<file path="src/rtl/mips_line_fill.sv">
// Instruction-cache line refill engine: fetches a 16-byte line word by word and presents it with a
// one-cycle LineValid pulse. Define MIPS_LINE_FILL_CRITICAL_WORD_FIRST_EN for critical-word-first.
module mips_line_fill #(
    parameter int unsigned ADDR_W     = 32,
    parameter int unsigned LINE_WORDS = 4
) (
    input  logic                                     clockPulse,
    input  logic                                     reset,
    input  logic                                     MissReq,
    input  logic [ADDR_W-1:0]                        MissAddress,
    output logic                                     Busy,
    output logic                                     MemReadReq,
    output logic [ADDR_W-1:0]                        MemAddress,
    input  logic [31:0]                              MemData,
    input  logic                                     MemAck,
    output logic [32*LINE_WORDS-1:0]                 DataLine,
    output logic [ADDR_W-$clog2(4*LINE_WORDS)-1:0]   LineTag,
    output logic                                     LineValid
`ifdef MIPS_LINE_FILL_CRITICAL_WORD_FIRST_EN
    ,
    output logic                                     CritValid,
    output logic [31:0]                              CritWord
`endif
);

    localparam int unsigned OFF_W = $clog2(4 * LINE_WORDS);
    localparam int unsigned CNT_W = OFF_W - 2;
    localparam int unsigned TAG_W = ADDR_W - OFF_W;
    localparam logic [CNT_W-1:0] LAST = CNT_W'(LINE_WORDS - 1);

    typedef enum logic [1:0] {StIdle, StFill, StDone} state_e;

    state_e                       r_state;
    state_e                       w_state_nxt;
    logic [CNT_W-1:0]             r_cnt;
    logic [CNT_W-1:0]             r_idx;
    logic [CNT_W-1:0]             w_idx_nxt;
    logic [CNT_W-1:0]             w_first;
    logic [TAG_W-1:0]             r_tag;
    logic [ADDR_W-1:0]            r_mem_addr;
    logic [LINE_WORDS-1:0][31:0]  r_words;
    logic                         w_accept;
    logic                         w_ack;
    logic                         w_last;
    logic                         w_unused_offset;

    assign w_accept  = (r_state == StIdle) && MissReq;
    assign w_ack     = (r_state == StFill) && MemAck;
    assign w_last    = (r_cnt == LAST);
    assign w_idx_nxt = r_idx + CNT_W'(1);

`ifdef MIPS_LINE_FILL_CRITICAL_WORD_FIRST_EN
    assign w_first         = MissAddress[OFF_W-1:2];
    assign w_unused_offset = ^MissAddress[1:0];
`else
    assign w_first         = '0;
    assign w_unused_offset = ^MissAddress[OFF_W-1:0];
`endif

    always_ff @(posedge clockPulse) begin
        if (reset) begin
            r_state <= StIdle;
        end else begin
            r_state <= w_state_nxt;
        end
    end

    always_comb begin
        w_state_nxt = r_state;
        unique case (r_state)
            StIdle:  if (MissReq) w_state_nxt = StFill;
            StFill:  if (w_ack && w_last) w_state_nxt = StDone;
            StDone:  w_state_nxt = StIdle;
            default: w_state_nxt = StIdle;
        endcase
    end

    always_comb begin
        Busy       = 1'b0;
        MemReadReq = 1'b0;
        LineValid  = 1'b0;
        unique case (r_state)
            StFill: begin
                Busy       = 1'b1;
                MemReadReq = 1'b1;
            end
            StDone: begin
                Busy      = 1'b1;
                LineValid = 1'b1;
            end
            default: ;
        endcase
    end

    // Slot index wraps inside the line, so the tag never carries into the upper address bits.
    always_ff @(posedge clockPulse) begin
        if (reset) begin
            r_cnt      <= '0;
            r_idx      <= '0;
            r_tag      <= '0;
            r_mem_addr <= '0;
            r_words    <= '0;
        end else if (w_accept) begin
            r_cnt      <= '0;
            r_idx      <= w_first;
            r_tag      <= MissAddress[ADDR_W-1:OFF_W];
            r_mem_addr <= {MissAddress[ADDR_W-1:OFF_W], w_first, 2'b00};
        end else if (w_ack) begin
            r_words[r_idx] <= MemData;
            r_cnt          <= r_cnt + CNT_W'(1);
            r_idx          <= w_idx_nxt;
            if (!w_last) begin
                r_mem_addr <= {r_tag, w_idx_nxt, 2'b00};
            end
        end
    end

    assign MemAddress = r_mem_addr;
    assign DataLine   = r_words;
    assign LineTag    = r_tag;

`ifdef MIPS_LINE_FILL_CRITICAL_WORD_FIRST_EN
    logic        r_crit_valid;
    logic [31:0] r_crit_word;

    always_ff @(posedge clockPulse) begin
        if (reset) begin
            r_crit_valid <= 1'b0;
            r_crit_word  <= '0;
        end else begin
            r_crit_valid <= w_ack && (r_cnt == '0);
            if (w_ack && (r_cnt == '0)) begin
                r_crit_word <= MemData;
            end
        end
    end

    assign CritValid = r_crit_valid;
    assign CritWord  = r_crit_word;
`endif

endmodule

</file>
<file path="config.mk">
export PLATFORM = sky130hd
export DESIGN_NAME = mips_line_fill
export DESIGN_NICKNAME = d
export VERILOG_FILES = /design/src/rtl/mips_line_fill.sv
export SDC_FILE = /design/constraint.sdc
export NUM_CORES = 1
export LEC_CHECK = 0
export BUFFER_PORTS_ARGS = -buffer_cell sky130_fd_sc_hd__buf_2
export CORE_MARGIN = 5
export CORE_UTILIZATION = 54
export CTS_CLUSTER_DIAMETER = 30
export DETAILED_ROUTE_END_ITERATION = 6
export GPL_TIMING_DRIVEN = 0
export PLACE_DENSITY = 0.84
export SYNTH_ARGS = -nofsm -noshare
export SYNTH_HDL_FRONTEND = slang
export SYNTH_SLANG_ARGS = --single-unit
</file>
<file path="constraint.sdc">
create_clock -name clockPulse -period 3.65 [get_ports clockPulse]
set_clock_uncertainty 0.05 [all_clocks]
set_input_delay 1.095 -clock clockPulse [delete_from_list [all_inputs] [get_ports clockPulse]]
set_output_delay 1.095 -clock clockPulse [all_outputs]
set_load 0.1 [all_outputs]
</file>
==> results.md <==
| Quantity | Reported | Unit |
|:---|:---|:---|
| Peak clock frequency supported by timing | 0.3634 | GHz |
| Cell type with the largest total area after synthesis | dfxtp_1 | - |
| Share of the clock period used by the worst path | 0.7540 | - |
| Xor-xnor portion of the synthesized cell area | 0.002336 | - |
| Post-Synthesis Cells | 692 | - |
| Fraction of the mapped netlist area in compound gates | 0.03470 | - |
| Number of global-route vias before repair | 5968 | - |
| Worst-Skew Late Latency | 0.41 | ns |
| Number of antenna violations at the first check in global routing | 0 | - |
| Unrepaired setup endpoints after global routing | false | - |
| Dominant cell by count in the synthesized netlist | dfxtp_1 | - |
| Worst reg2reg startpoint | r_state[1] | - |
| Quantity of I/O buffers inserted on ports | 250 | - |
| Number of routed nets with antenna violations | 0 | - |
| Site Rows | 43 | - |
| Hold Violations, Final | 0 | - |
| Placed wire-length estimate after detailed placement | 14870 | µm |
| Setup violations, final | 0 | - |
| Global placer's final weighted congestion | 0.8029 | - |
| Overflow left after global routing | 0 | - |
| Total global routing track utilization | 0.2393 | - |
| Post-synthesis cell type count | 25 | - |
| Top fanout value on the critical path | 4 | - |
| Post-layout min period | 2.752 | ns |
| CTS HTree Levels | 4 | - |
| Worst Max-Slew Pin Slew | 0.5723 | ns |
| Total setup buffers inserted after CTS | 0 | - |
| Number of warning messages in the yosys log | 0 | - |
| FILL cells | 1133 | - |
| Simple-gate share of the synthesized area | 0.1792 | - |
| Ports | 259 | - |
| Mapped Avg Cell Area | 10.84 | µm² |
| Antenna Cells | 0 | - |
| Inserted Clock Buffers | 17 | - |
| Clock transition time at the flip-flop clock pins of the worst setup and hold paths | 0.06 | ns |
| First-pass GRT wire length | 31030 | µm |
| Largest family of logic cells by synthesized area | multiplexers | - |
| P&R area growth vs syn | 26.81 | % |
| TritonCTS sink count | 192 | - |
| Final-report max-slew violation count | 0 | - |
| Wire length after detailed routing | 19570 | µm |
| Reg-to-Reg End | MemAddress[29] | - |
| Worst-path cell chain | inv_1, ha_1, buf_2 | - |
| Starting density of the core | 0.5445 | - |
| Root buffer selected by CTS | clkbuf_16 | - |
| Area of the placeable core | 13770 | µm² |
| Post-CTS Hold Buffers | 0 | - |
| Pin count of the biggest net entering global routing | 17 | - |
| Synth Flop Type | dfxtp_1 | - |
| Leakage power total | 4.946 | nW |
| Path type of the worst min-delay path | flop to flop | - |
| Detailed-route DRC error count | 0 | - |
| Deepest clock path buffer count | 2 | - |
| Share of flip-flops with an asynchronous set or reset | 0 | - |
| Number of design-rule violations left by the first detailed-router iteration | 203 | - |
| Worst path max stage delay | 0.43 | ns |
| X dimension of the die | 127.9 | µm |
| Number of maximum-capacitance violations | 0 | - |
| Critical path capture point type | output port | - |
| Worst endpoint data arrival time | 1.61 | ns |
| Worst slew margin relative to its limit | 0.6185 | - |
| Post-synthesis instance area | 7500 | µm² |
| Via Count | 5845 | - |
| Number of gates resized after CTS | 0 | - |
| Average vias per placed instance | 5.065 | - |
| Slowest-stage cell, CP | buf_2 | - |
| Worst setup endpoint | Busy | - |
| CP Class | flop to output port | - |
| Crit path required time | 2.50 | ns |
| Die extent in y | 127.9 | µm |
| Result of the run | complete, no violations | - |
| Sum Neg Setup Slack | 0 | ns |
| Sequential-to-total area share from yosys stat | 0.5125 | - |
| Critical path launch point | r_state[0] | - |
| Top cell types by occurrence after synthesis | dfxtp_1, nand2b_1, mux2i_1 | - |
| Pwr/cell area | 711.2 | nW/µm² |
| Leading post-synthesis cells by cell area | dfxtp_1, mux2i_1, nand2b_1 | - |
| Detailed-route wire length per cell | 16.96 | µm |
| Clock tree from TritonCTS | built | - |
| Worst reg2reg path depth | 7 | - |
| Die area | 16350 | µm² |
| Adder-cell share of the synthesized area | 0.01668 | - |
| Element type at the critical path start | flop | - |
| Multiplexer area fraction after synthesis | 0.2135 | - |
| First drt pass iteration count | 4 | - |
| Number of register bits inferred by synthesis | 192 | - |
| Ratio of cells with drive above 1 in the final layout | 0.3131 | - |
| R2R setup slack | 1.61 | ns |
| Area share of the leading cell type in the synthesized netlist | 0.5125 | - |
| Worst hold slack across all endpoints | 0.4197 | ns |
| Count of nets after finishing | 1040 | - |
| Number of enable flip-flop cells after synthesis | 0 | - |
| Max IR drop VDD | 0.0003660 | V |
## power by group
group	internal (mW)	leakage, nW	switching [mW]
logic	0.510	3.13	2.15
clock network	0.942	0.261	0.731
registers	2.31	1.56	0.113
total	3.77	4.95	3.00
## cell families after synthesis
family	count (synthesis)
muxes	160
other	1
buffers and inverters	56
and+or+nand+nor	240
AOI/OAI and AO/OA	31
DFF	192
xor gates and xnor gates	2
adders and majority gates	10
## layout by cell type, fill, tap and decap left out, types with 2 or more instances in the layout
cell / Yosys / final
buf_4: 2 / 2
nand2_1: 4 / 4
buf_6: 4 / 4
a21oi_1: 3 / 3
nand2b_1: 165 / 165
clkbuf_1: 23 / 29
conb_1: 1 / 2
clkbuf_16: 0 / 17
inv_1: 4 / 4
buf_1: 2 / 2
mux2i_1: 160 / 160
buf_12: 2 / 2
nand3_1: 2 / 2
clkbuf_8: 0 / 4
ha_1: 10 / 10
nand4_1: 3 / 3
dfxtp_1: 192 / 192
buf_2: 19 / 269
nor2_1: 60 / 60
nand2_2: 2 / 2
a221oi_1: 28 / 28
clkinv_4: 0 / 2
clkinv_2: 0 / 2
## worst min-delay path by stage
stage | from | to | slack, ns | cells after the start
CTS | r_cnt[1] | r_cnt[1] | 0.42 | 2
global route | DataLine[63] | DataLine[63] | 0.45 | 2
floorplan | r_cnt[1] | r_cnt[1] | 0.39 | 2
finish | DataLine[102] | DataLine[102] | 0.42 | 2
detailed placement | DataLine[15] | DataLine[15] | 0.41 | 2
global placement | r_cnt[1] | r_cnt[1] | 0.39 | 2
## routing by layer
layer	global-route usage	part of all wire	up-vias
met1	0.2763	0.41	2769
met5	0	0	-
met2	0.4159	0.49	190
li1	-	-	2861
met4	0.07553	0.018	0
met3	0.08375	0.085	25
## critical path: cells and delay by family (launching register included)
kind / cells / cell delay, ns
buffers and inverters: 2 / 0.53
DFF: 1 / 0.38
adders and majority gates: 1 / 0.28
## cell type report
| type | count | area [µm²] | area share |
|---|---|---|---|
| sequential | 192 | 3844 | 0.4042 |
| clock inverter | 4 | 27.53 | 0.002894 |
| clock buffer | 27 | 503.0 | 0.05289 |
| timing repair buffer | 250 | 1251 | 0.1316 |
| tap | 180 | 225.2 | 0.02368 |
| inverter | 4 | 15.01 | 0.001579 |
| multi-input combinational | 445 | 3356 | 0.3528 |
| buffer | 52 | 289.0 | 0.03039 |
## stage by stage
step / cell area (µm²) / worst slack, ns / util / total power [mW] / cells
after CTS: 9510 / 0.8735 / 0.6905 / 6.805 / 1154
final: 9510 / 0.8980 / 0.6905 / 6.764 / 1154
after floorplan: 7503 / 1.214 / - / 4.704 / 693
after global placement: 8980 / 1.197 / 0.6520 / 5.114 / 1123
after detailed placement: 8980 / 1.191 / 0.6520 / 5.144 / 1123
after global routing: 9510 / 0.8055 / 0.6905 / 7.043 / 1154
## state kept, by name, indices dropped and copies added (netlist names)
register and cells:
DataLine 128, r_idx 2, r_cnt 2, MemAddress 30
r_state 2, LineTag 28
No activity file was read; power rests on OpenSTA's default activity.
